$ cat src/rtl/judge_pkg.sv
// Shared types and score weights for the hit_judge block.
// Optional build macro used by the block: GHOST_PENALTY_EN.
package judge_pkg;

    typedef enum logic [1:0] {
        G_NONE,
        G_PERFECT,
        G_GOOD,
        G_MISS
    } grade_t;

    localparam int unsigned PTS_PERFECT = 3;
    localparam int unsigned PTS_GOOD    = 1;

endpackage

$ cat src/rtl/hit_judge_if.sv
// Keypress/arrow inputs and grading/score outputs of hit_judge.
// master: chart sequencer + key edge detectors side; slave: the judge.
interface hit_judge_if #(
    parameter int unsigned LANES   = 4,
    parameter int unsigned SCORE_W = 16,
    parameter int unsigned COMBO_W = 8
);
    logic [LANES-1:0]   arrow_due;
    logic [LANES-1:0]   keypress;
    logic [LANES-1:0]   hit_perfect;
    logic [LANES-1:0]   hit_good;
    logic [LANES-1:0]   miss;
    logic [SCORE_W-1:0] score;
    logic [COMBO_W-1:0] combo;
    logic [COMBO_W-1:0] best_combo;

    modport master (
        output arrow_due, keypress,
        input  hit_perfect, hit_good, miss, score, combo, best_combo
    );

    modport slave (
        input  arrow_due, keypress,
        output hit_perfect, hit_good, miss, score, combo, best_combo
    );
endinterface

$ cat src/rtl/judge_lane.sv
// One lane's timing window: IDLE/OPEN FSM plus offset counter.
// The grade is decided combinationally in the input cycle; the top registers it.
// GHOST_PENALTY_EN: a press with no open window and no arrow grades MISS.
module judge_lane
    import judge_pkg::*;
#(
    parameter int unsigned WINDOW  = 16,
    parameter int unsigned PERFECT = 4
) (
    input  logic   clk,
    input  logic   reset_n,
    input  logic   arrow_due,
    input  logic   keypress,
    output grade_t grade
);

    localparam int unsigned OFF_W = (WINDOW > 1) ? $clog2(WINDOW) : 1;
    localparam logic [OFF_W-1:0] LAST_OFF = OFF_W'(WINDOW - 1);
    localparam logic [OFF_W-1:0] PERF_OFF = OFF_W'(PERFECT);

    typedef enum logic {
        S_IDLE,
        S_OPEN
    } lane_state_t;

    lane_state_t      state;
    // Offset of the current cycle relative to arrow_due; the arrow_due cycle
    // itself is offset 0, so the first OPEN cycle is loaded with 1.
    logic [OFF_W-1:0] offset;

    // Grade decision for this cycle's inputs
    always_comb begin
        grade = G_NONE;
        case (state)
            S_IDLE: begin
                if (arrow_due && keypress) begin
                    grade = G_PERFECT;
                end
`ifdef GHOST_PENALTY_EN
                else if (keypress) begin
                    grade = G_MISS;
                end
`endif
            end
            S_OPEN: begin
                if (keypress) begin
                    grade = (offset < PERF_OFF) ? G_PERFECT : G_GOOD;
                end else if (arrow_due || offset == LAST_OFF) begin
                    grade = G_MISS;
                end
            end
            default: grade = G_NONE;
        endcase
    end

    // Window state and offset counter
    always_ff @(posedge clk or negedge reset_n) begin
        if (!reset_n) begin
            state  <= S_IDLE;
            offset <= '0;
        end else begin
            case (state)
                S_IDLE: begin
                    if (arrow_due && !keypress) begin
                        state  <= S_OPEN;
                        offset <= OFF_W'(1);
                    end
                end
                S_OPEN: begin
                    if (arrow_due) begin
                        offset <= OFF_W'(1);
                    end else if (keypress || offset == LAST_OFF) begin
                        state  <= S_IDLE;
                        offset <= '0;
                    end else begin
                        offset <= offset + OFF_W'(1);
                    end
                end
                default: begin
                    state  <= S_IDLE;
                    offset <= '0;
                end
            endcase
        end
    end

endmodule

$ cat src/rtl/hit_judge.sv
// Multi-lane hit judge: per-lane grading, registered grade pulses and
// saturating score / combo / best_combo accumulation.
// Optional build macro: GHOST_PENALTY_EN (ghost presses count as misses).
module hit_judge
    import judge_pkg::*;
#(
    parameter int unsigned LANES   = 4,
    parameter int unsigned WINDOW  = 16,
    parameter int unsigned PERFECT = 4,
    parameter int unsigned SCORE_W = 16,
    parameter int unsigned COMBO_W = 8
) (
    input logic        clk,
    input logic        reset_n,
    hit_judge_if.slave bus
);

    localparam int unsigned ADD_W = $clog2(PTS_PERFECT * LANES + 1);
    localparam int unsigned HIT_W = $clog2(LANES + 1);

    grade_t             lane_grade [LANES];
    logic [ADD_W-1:0]   pts;
    logic [HIT_W-1:0]   hits;
    logic               any_miss;
    logic [SCORE_W:0]   score_sum;
    logic [COMBO_W:0]   combo_sum;
    logic [SCORE_W-1:0] score_next;
    logic [COMBO_W-1:0] combo_next;

    logic [LANES-1:0]   hit_perfect_q;
    logic [LANES-1:0]   hit_good_q;
    logic [LANES-1:0]   miss_q;
    logic [SCORE_W-1:0] score_q;
    logic [COMBO_W-1:0] combo_q;
    logic [COMBO_W-1:0] best_q;

    for (genvar g = 0; g < LANES; g++) begin : g_lane
        judge_lane #(
            .WINDOW  (WINDOW),
            .PERFECT (PERFECT)
        ) u_lane (
            .clk       (clk),
            .reset_n   (reset_n),
            .arrow_due (bus.arrow_due[g]),
            .keypress  (bus.keypress[g]),
            .grade     (lane_grade[g])
        );
    end

    // Sum this cycle's grades across lanes and form saturated next values
    always_comb begin
        pts      = '0;
        hits     = '0;
        any_miss = 1'b0;
        for (int unsigned i = 0; i < LANES; i++) begin
            case (lane_grade[i])
                G_PERFECT: begin
                    pts  = pts + ADD_W'(PTS_PERFECT);
                    hits = hits + HIT_W'(1);
                end
                G_GOOD: begin
                    pts  = pts + ADD_W'(PTS_GOOD);
                    hits = hits + HIT_W'(1);
                end
                G_MISS:  any_miss = 1'b1;
                default: ;
            endcase
        end
        score_sum  = {1'b0, score_q} + (SCORE_W + 1)'(pts);
        combo_sum  = {1'b0, combo_q} + (COMBO_W + 1)'(hits);
        score_next = score_sum[SCORE_W] ? '1 : score_sum[SCORE_W-1:0];
        if (any_miss) begin
            combo_next = '0;
        end else begin
            combo_next = combo_sum[COMBO_W] ? '1 : combo_sum[COMBO_W-1:0];
        end
    end

    // Grade pulses and accumulators, one cycle after the deciding inputs
    always_ff @(posedge clk or negedge reset_n) begin
        if (!reset_n) begin
            hit_perfect_q <= '0;
            hit_good_q    <= '0;
            miss_q        <= '0;
            score_q       <= '0;
            combo_q       <= '0;
            best_q        <= '0;
        end else begin
            for (int unsigned i = 0; i < LANES; i++) begin
                hit_perfect_q[i] <= (lane_grade[i] == G_PERFECT);
                hit_good_q[i]    <= (lane_grade[i] == G_GOOD);
                miss_q[i]        <= (lane_grade[i] == G_MISS);
            end
            score_q <= score_next;
            combo_q <= combo_next;
            if (combo_next > best_q) begin
                best_q <= combo_next;
            end
        end
    end

    assign bus.hit_perfect = hit_perfect_q;
    assign bus.hit_good    = hit_good_q;
    assign bus.miss        = miss_q;
    assign bus.score       = score_q;
    assign bus.combo       = combo_q;
    assign bus.best_combo  = best_q;

endmodule

$ cat src/flat_wrapper.sv
// flat-port wrapper written by rule: the top's interface ports become plain ports
module hit_judge_flat import judge_pkg::*;
#(
    parameter int unsigned LANES   = 4,
    parameter int unsigned WINDOW  = 16,
    parameter int unsigned PERFECT = 4,
    parameter int unsigned SCORE_W = 16,
    parameter int unsigned COMBO_W = 8
)
  (clk, reset_n, bus_arrow_due, bus_keypress, bus_hit_perfect, bus_hit_good, bus_miss, bus_score, bus_combo, bus_best_combo);
  hit_judge_if #(.LANES(LANES), .SCORE_W(SCORE_W), .COMBO_W(COMBO_W)) bus_i ();
  input logic clk;
  input logic reset_n;
  input wire logic [$bits(bus_i.arrow_due)-1:0] bus_arrow_due;
  input wire logic [$bits(bus_i.keypress)-1:0] bus_keypress;
  output wire logic [$bits(bus_i.hit_perfect)-1:0] bus_hit_perfect;
  output wire logic [$bits(bus_i.hit_good)-1:0] bus_hit_good;
  output wire logic [$bits(bus_i.miss)-1:0] bus_miss;
  output wire logic [$bits(bus_i.score)-1:0] bus_score;
  output wire logic [$bits(bus_i.combo)-1:0] bus_combo;
  output wire logic [$bits(bus_i.best_combo)-1:0] bus_best_combo;
  assign bus_i.arrow_due = bus_arrow_due;
  assign bus_i.keypress = bus_keypress;
  assign bus_hit_perfect = bus_i.hit_perfect;
  assign bus_hit_good = bus_i.hit_good;
  assign bus_miss = bus_i.miss;
  assign bus_score = bus_i.score;
  assign bus_combo = bus_i.combo;
  assign bus_best_combo = bus_i.best_combo;
  hit_judge #(.LANES(LANES), .WINDOW(WINDOW), .PERFECT(PERFECT), .SCORE_W(SCORE_W), .COMBO_W(COMBO_W)) u_core (.clk(clk), .reset_n(reset_n), .bus(bus_i));
endmodule
$ cat config.mk
export PLATFORM = sky130hd
export DESIGN_NAME = hit_judge_flat
export DESIGN_NICKNAME = d
export VERILOG_FILES = /design/src/rtl/judge_pkg.sv /design/src/rtl/hit_judge_if.sv /design/src/rtl/judge_lane.sv /design/src/rtl/hit_judge.sv /design/src/flat_wrapper.sv
export SDC_FILE = /design/constraint.sdc
export NUM_CORES = 1
export LEC_CHECK = 0
export ABC_AREA = 1
export CAP_MARGIN = 20
export CORE_ASPECT_RATIO = 1.5
export CORE_MARGIN = 10
export CORE_UTILIZATION = 40
export CTS_CLUSTER_DIAMETER = 100
export DETAILED_ROUTE_END_ITERATION = 10
export PLACE_DENSITY = 0.58
export SLEW_MARGIN = 40
export SYNTH_ARGS = -nofsm -noshare
export SYNTH_HDL_FRONTEND = slang
export SYNTH_SLANG_ARGS = --single-unit
export TNS_END_PERCENT = 5
$ cat constraint.sdc
create_clock -name clk -period 5.7 [get_ports clk]
set_clock_uncertainty 0.05 [all_clocks]
set_input_delay 0.57 -clock clk [delete_from_list [all_inputs] [get_ports clk]]
set_output_delay 0.57 -clock clk [all_outputs]
set_load 0.1 [all_outputs]
# [Word-level counts from Yosys, hierarchy flattened]
# Index checks and enable logic that the tools add are counted.
[classes] n_addsub=15 order_cmp=5 eq_ne=20 muxes=67 n_bitwise=4 reduce_logical=24
[op_table] cell="$pmux 4 s2" count=7
[op_table] cell="$mux 4" count=12
[op_table] cell="$add 4x1->4 const B" count=6
[op_table] cell="$mux 2" count=12
[op_table] cell="$mux 1" count=21
[op_table] cell="$pmux 2 s2" count=5
[op_table] cell="$add 16x4->17" count=1
[op_table] cell="$eq 2x2->1 const B" count=8
[op_table] cell="$eq 4x4->1 const B" count=4
[op_table] cell="$lt 4x3->1 const B" count=4
[op_table] cell="$mux 16" count=1
[op_table] cell="$mux 8" count=2
[op_table] cell="$add 8x3->9" count=1
[op_table] cell="$mux 3" count=3
[op_table] cell="$add 4x2->4 const B" count=2
[op_table] cell="$eq 2x1->1 const B" count=4
[op_table] cell="$gt 8x8->1" count=1
[op_table] cell="$logic_and 1x1->1" count=8
[op_table] cell="$logic_or 1x1->1" count=8
[op_table] cell="$ne 2x2->1 const B" count=4
[op_table] cell="$pmux 1 s2" count=4
[op_table] cell="$reduce_or 2->1" count=4
[op_table] cell="$add 3x1->3 const B" count=2
[op_table] cell="$logic_not 1->1" count=4
[op_table] cell="4 further kinds" count=7
[word_totals] regBits=64 input_bits=10 out_inout_bits=44

# [Depth between registers and ports, before layout]
# Gate-level depths: netlist of run 1.
[depth] word_depth=18 ltp_mapped=32 ltp_nobuf=31

# [Cells and area by module]
# From an unflattened synthesis of run 1, not the netlist that was laid out.
[hier_totals] cells_unflattened=513 hier_area_um2=4045.1
[modules_own_cells] module="hit_judge" instances=1 cells_per_inst=349 area_per_inst_um2=2803.9
[modules_own_cells] module="judge_lane" instances=4 cells_per_inst=41 area_per_inst_um2=310.3

# [Worst setup path after synthesis of run 1]
# No wires, ideal clock.
[synth_path] kind="input-to-reg" start="input bus_keypress[0]" end="register u_core.score_q[7], in the netlist u_core.bus.score[7]" setup_ps=71 arrival_ps=4972 t_required_ps=5579 path_slack_ps=607 stages=23 path_buffers=2 path_cell_list="inv_1 -> o32ai_1 -> ha_1 -> inv_1 -> fa_1 -> nand2_1 -> nand2_1 -> fa_1 -> inv_1 -> o21ai_1 -> inv_1 -> fa_1 -> o21ai_0 -> inv_1 -> fa_1 -> inv_1 -> nand3_1 -> nand3_2 -> nand2_2 -> or3_1 -> buf_6 -> buf_12 -> nand3_2"
[synth_between] elab_chain_len=13 elab_cells_between_ends=18 classes_between="add/sub (7); eq/ne (2); mux (8); reduce/logical (1)"
[synth_rtl] item="start: declaration" line="flat_wrapper.sv:15" text="input wire logic [$bits(bus_i.keypress)-1:0] bus_keypress;"
[synth_rtl] item="$logic_and 1x1->1" line="judge_lane.sv:36" text="if (arrow_due && keypress) begin"
[synth_rtl] item="$mux 1" line="judge_lane.sv:36"
[synth_rtl] item="$pmux 2 s2 *" line="judge_lane.sv:34" text="case (state)"
[synth_rtl] item="$eq 2x2->1 or $eq 2x1->1 (tied branches)" line="hit_judge.sv:56" text="case (lane_grade[i])"
[synth_rtl] item="$pmux 2 s2 *" line="hit_judge.sv:56"
[synth_rtl] item="$add 2x1->3 or $add 2x2->3 (tied branches)" line="hit_judge.sv:62, hit_judge.sv:58"
[synth_rtl] item="$pmux 4 s2 *" line="hit_judge.sv:56"
[synth_rtl] item="$add 4x1->4 or $add 4x2->4 (tied branches)" line="hit_judge.sv:62, hit_judge.sv:58"
[synth_rtl] item="$pmux 4 s2 *" line="hit_judge.sv:56"
[synth_rtl] item="$add 4x1->4 or $add 4x2->4 (tied branches)" line="hit_judge.sv:62, hit_judge.sv:58"
[synth_rtl] item="$pmux 4 s2 *" line="hit_judge.sv:56"
[synth_rtl] item="$add 16x4->17 *" line="hit_judge.sv:69" text="score_sum = {1'b0, score_q} + (SCORE_W + 1)'(pts);"
[synth_rtl] item="$mux 16 *" line="hit_judge.sv:71" text="score_next = score_sum[SCORE_W] ? '1 : score_sum[SCORE_W-1:0];"
[synth_rtl] item="net u_core.score_next[7]" line="hit_judge.sv:27" text="logic [SCORE_W-1:0] score_next;"
[synth_rtl] item="end signal: assignment" line="hit_judge.sv:94" text="score_q <= score_next;"
[synth_rtl] item="end: declaration" line="hit_judge.sv:33" text="logic [SCORE_W-1:0] score_q;"
# The timed path passes the listed nets; every way through them passes the cells marked *.
# A chain may end at the register's enable or synchronous reset.

# [Final worst setup path of run 1]
[layout_path] start="input bus_arrow_due[0]" end="register u_core.score_q[8], in the netlist u_core.bus.score[8]"
[layout_between] elab_chain_len=14 elab_cells_between_ends=20 classes_between="add/sub (7); eq/ne (2); mux (9); reduce/logical (2)"
[layout_rtl] item="start: declaration" line="flat_wrapper.sv:14" text="input wire logic [$bits(bus_i.arrow_due)-1:0] bus_arrow_due;"
[layout_rtl] item="$logic_or 1x1->1" line="judge_lane.sv:48" text="end else if (arrow_due || offset == LAST_OFF) begin"
[layout_rtl] item="$mux 2" line="judge_lane.sv:48"
[layout_rtl] item="$mux 2" line="judge_lane.sv:46" text="if (keypress) begin"
[layout_rtl] item="$pmux 2 s2 *" line="judge_lane.sv:34"
[layout_rtl] item="$eq 2x2->1 or $eq 2x1->1 (tied branches)" line="hit_judge.sv:56"
[layout_rtl] item="$pmux 2 s2 *" line="hit_judge.sv:56"
[layout_rtl] item="$add 2x1->3 or $add 2x2->3 (tied branches)" line="hit_judge.sv:62, hit_judge.sv:58"
[layout_rtl] item="$pmux 4 s2 *" line="hit_judge.sv:56"
[layout_rtl] item="$add 4x1->4 or $add 4x2->4 (tied branches)" line="hit_judge.sv:62, hit_judge.sv:58"
[layout_rtl] item="$pmux 4 s2 *" line="hit_judge.sv:56"
[layout_rtl] item="$add 4x1->4 or $add 4x2->4 (tied branches)" line="hit_judge.sv:62, hit_judge.sv:58"
[layout_rtl] item="$pmux 4 s2 *" line="hit_judge.sv:56"
[layout_rtl] item="$add 16x4->17 *" line="hit_judge.sv:69"
[layout_rtl] item="$mux 16 *" line="hit_judge.sv:71"
[layout_rtl] item="net u_core.score_next[8]" line="hit_judge.sv:27"
# Marked as above.

==> metrics.txt, run 1 <==
Synth cell types 32; Worst path depth 26; worst slew pin tran 0.576 ns; height of the die between 100 and 150 µm; htree depth 3; Critical Path AT between 5 and 6 ns; worst vdd ir about 0.77 mV; post-route clock period utilization 91.7%; most common cell after layout, fill and taps aside nand2_1; Area Overhead vs Synth 20.2%; first-pass GRT wire length 15.6 mm; Critical Path Slowest Stage Cell fa_1; final WL around 9.0 mm; Sw Ratio 51.4%; ant diodes 0; final-report hold violation count 0; Yosys reg bits 64; grt ovf 0; CP endpoint kind flip-flop; largest net degree at the start of global routing between 60 and 70; Final Max Slew Viols 0; Seq/Total Area, Yosys 40.1%; initial antenna violation count 0; Initial Util between 40% and 50%; register share of total power a little under a quarter; min cycle time layout about 5.2 ns; Worst slew margin 61.6%; Startpoint Class input pin; syn nets between 500 and 600; unrepaired setup endpoints after global routing false; final setup vio count 0; Syn Area/Cell 8.14 µm²; Setup TNS Final 0 ns; die area about 0.014 mm²; DP Cell Count 666; Avg WL per Cell around 13 µm; Psw about 1.4 mW; WHS 0.271 ns; fin cells between 600 and 700; Hold Buf Count CTS 0; Clock Path Buffers 2; clk_lat worst skew 0.33 ns; combinational share of power between 50 and 60%; CTS sink cnt 64; Yosys top cell by area dfrtp_1; Total GRT Usage 13.3%; CTS buffer count 9; Syn Inst Count between 400 and 500; critical-path maximum fanout 8; Crit Path Class in -> reg; total power around 2.7 mW; initial DRC count a little under 60; # IOs 54; Worst path top cell family by delay adder cells; Final Net Count just over 600; drt first pass iters 4; worst path buffer plus inverter count 9; critical path required time just under 6 ns; synthesized area 0.00400 mm²; clock power share ~20%; worst min-delay path class in -> async; vias in the first global route 3552; total leakage power ~2.6 nW; Max-Cap Viols 0; commonest non-fill, non-tap cells in the layout nand2_1, inv_1, dfrtp_1; CTS root buf clkbuf_16; Site Rows 44; Internal Power roughly 1.3 mW; hpwl dp ~7.0 mm; Port-buffer cells 53; Synth area leaders dfrtp_1, ha_1, nand2_1, inv_1, nand3_1; top-area cell type share of the netlist area between 40 and 50%; Clk pin slew, worst setup/hold paths around 0.05 ns; Via Count between 3000 and 4000; vias per cell 4.98; CORE AREA roughly 0.01 mm²; gpl congestion 0.876; layout cells sized above 1 between 10% and 20%; DRC violations left 0; post-route antenna net violation count 0; r2r worst-path depth 26; Critical Path Max Stage Delay around 0.52 ns; setup bufs post-CTS 0; Synth warnings 0; Power Dens Cells about 560 mW/mm²; most used cell, CP inv_1; FMAX approximately 190 MHz; CTS tree built; status complete, no violations; Filler cells 960; die width 102 µm
-- power groups by stage --
stage	logic, mW	registers, mW	clock network [mW]
after floorplan	0.738	1.10	0
after global placement	1.58	0.634	0
after detailed placement	1.54	0.632	0
after CTS	1.55	0.625	0.551
after global routing	1.72	0.637	0.573
final	1.55	0.622	0.538
-- synthesized netlist by cell type --
master	count
nand3_1	45
nor3_1	8
nand4_1	6
o32ai_1	2
a21boi_0	2
a21oi_1	26
xor2_1	5
or3_1	1
nand3_2	7
nand2_1	96
nor2_1	17
o22ai_1	6
ha_1	36
dfrtp_1	64
nor4_1	2
nand2_4	1
or2_2	4
buf_2	1
nand3b_1	3
inv_2	1
fa_1	5
o21a_1	4
inv_1	94
nand2_2	5
buf_6	1
o21bai_1	1
o21ai_1	2
clkbuf_1	1
o21ai_0	39
nor2_8	1
xnor2_1	4
buf_12	1
-- final cells by class --
| type | instances | area (µm²) | share of cell area [%] |
|---|---|---|---|
| multi-input combinational | 328 | 2020 | 42.1 |
| sequential | 64 | 1600 | 33.3 |
| timing repair buffer | 64 | 392 | 8.15 |
| inverter | 95 | 357 | 7.42 |
| clock buffer | 11 | 243 | 5.05 |
| tap | 115 | 144 | 2.99 |
| clock inverter | 4 | 45.0 | 0.937 |
-- worst paths after layout --
kind,startpoint,to,slack [ns]
min in group clk,u_core.bus.best_combo[6],u_core.bus.best_combo[6],0.45
worst min register to register,u_core.bus.best_combo[6],u_core.bus.best_combo[6],0.45
worst min-delay path,reset_n,u_core.g_lane[3].u_lane.offset[2],0.27
worst max-delay path,bus_arrow_due[0],u_core.bus.score[8],0.47
max in group asynchronous,reset_n,u_core.g_lane[2].u_lane.state,4.93
worst max register to register,u_core.g_lane[0].u_lane.offset[0],u_core.bus.score[8],0.61
-- what timing repair did --
action | in CTS | in global routing
resized for setup | 0 | 7
hold endpoints to repair | 0 | 0
endpoints found under the setup margin | 0 | 24
-- sequential cells by signal, summed over array words and instances (netlist names) --
signal                       flops
u_core.bus.best_combo            8
u_core.bus.combo                 8
u_core.bus.hit_good              4
u_core.bus.hit_perfect           4
u_core.bus.miss                  4
u_core.bus.score                16
u_core.g_lane.u_lane.offset     16
u_core.g_lane.u_lane.state       4
-- cell families (layout without fill, tap and decap cells) --
family	Yosys count	count (layout)	share of synthesized area, %
flip-flops	64	64	40.1
AND/OR/NAND/NOR	196	196	23.2
AO/OA/AOI/OAI	82	82	11.1
XOR/XNOR	9	9	1.97
adder cells (fa/ha/maj)	41	41	13.8
buffers and inverters	99	174	9.92
-- metal layers --
| layer | global-route usage (%) | share of wire [%] |
|---|---|---|
| met1 | 14.4 | 41 |
| met3 | 4.13 | 5.6 |
| met4 | 5.22 | 1.7 |
| met5 | 0 | 0 |
| met2 | 23.3 | 52 |
-- through the flow --
| stage | area, µm² | util, % | setup slack [ns] |
|---|---|---|---|
| 2_1_floorplan | 4000 | - | 0.607 |
| 3_3_place_gp | 4710 | 48.3 | 0.112 |
| 3_5_place_dp | 4490 | 46.1 | 0.0191 |
| 4_1_cts | 4780 | 49.1 | 0.361 |
| 5_1_grt | 4800 | 49.3 | 0.0304 |
| 6_report | 4800 | 49.3 | 0.475 |
No activity file was read; power rests on OpenSTA's default activity.
==> run 2: changes to the inputs <==
GPL_ROUTABILITY_DRIVEN = 0   (was unset)
==> results of run 2 <==
Same layout as run 1: the final DEF is identical, and so are final timing and power.
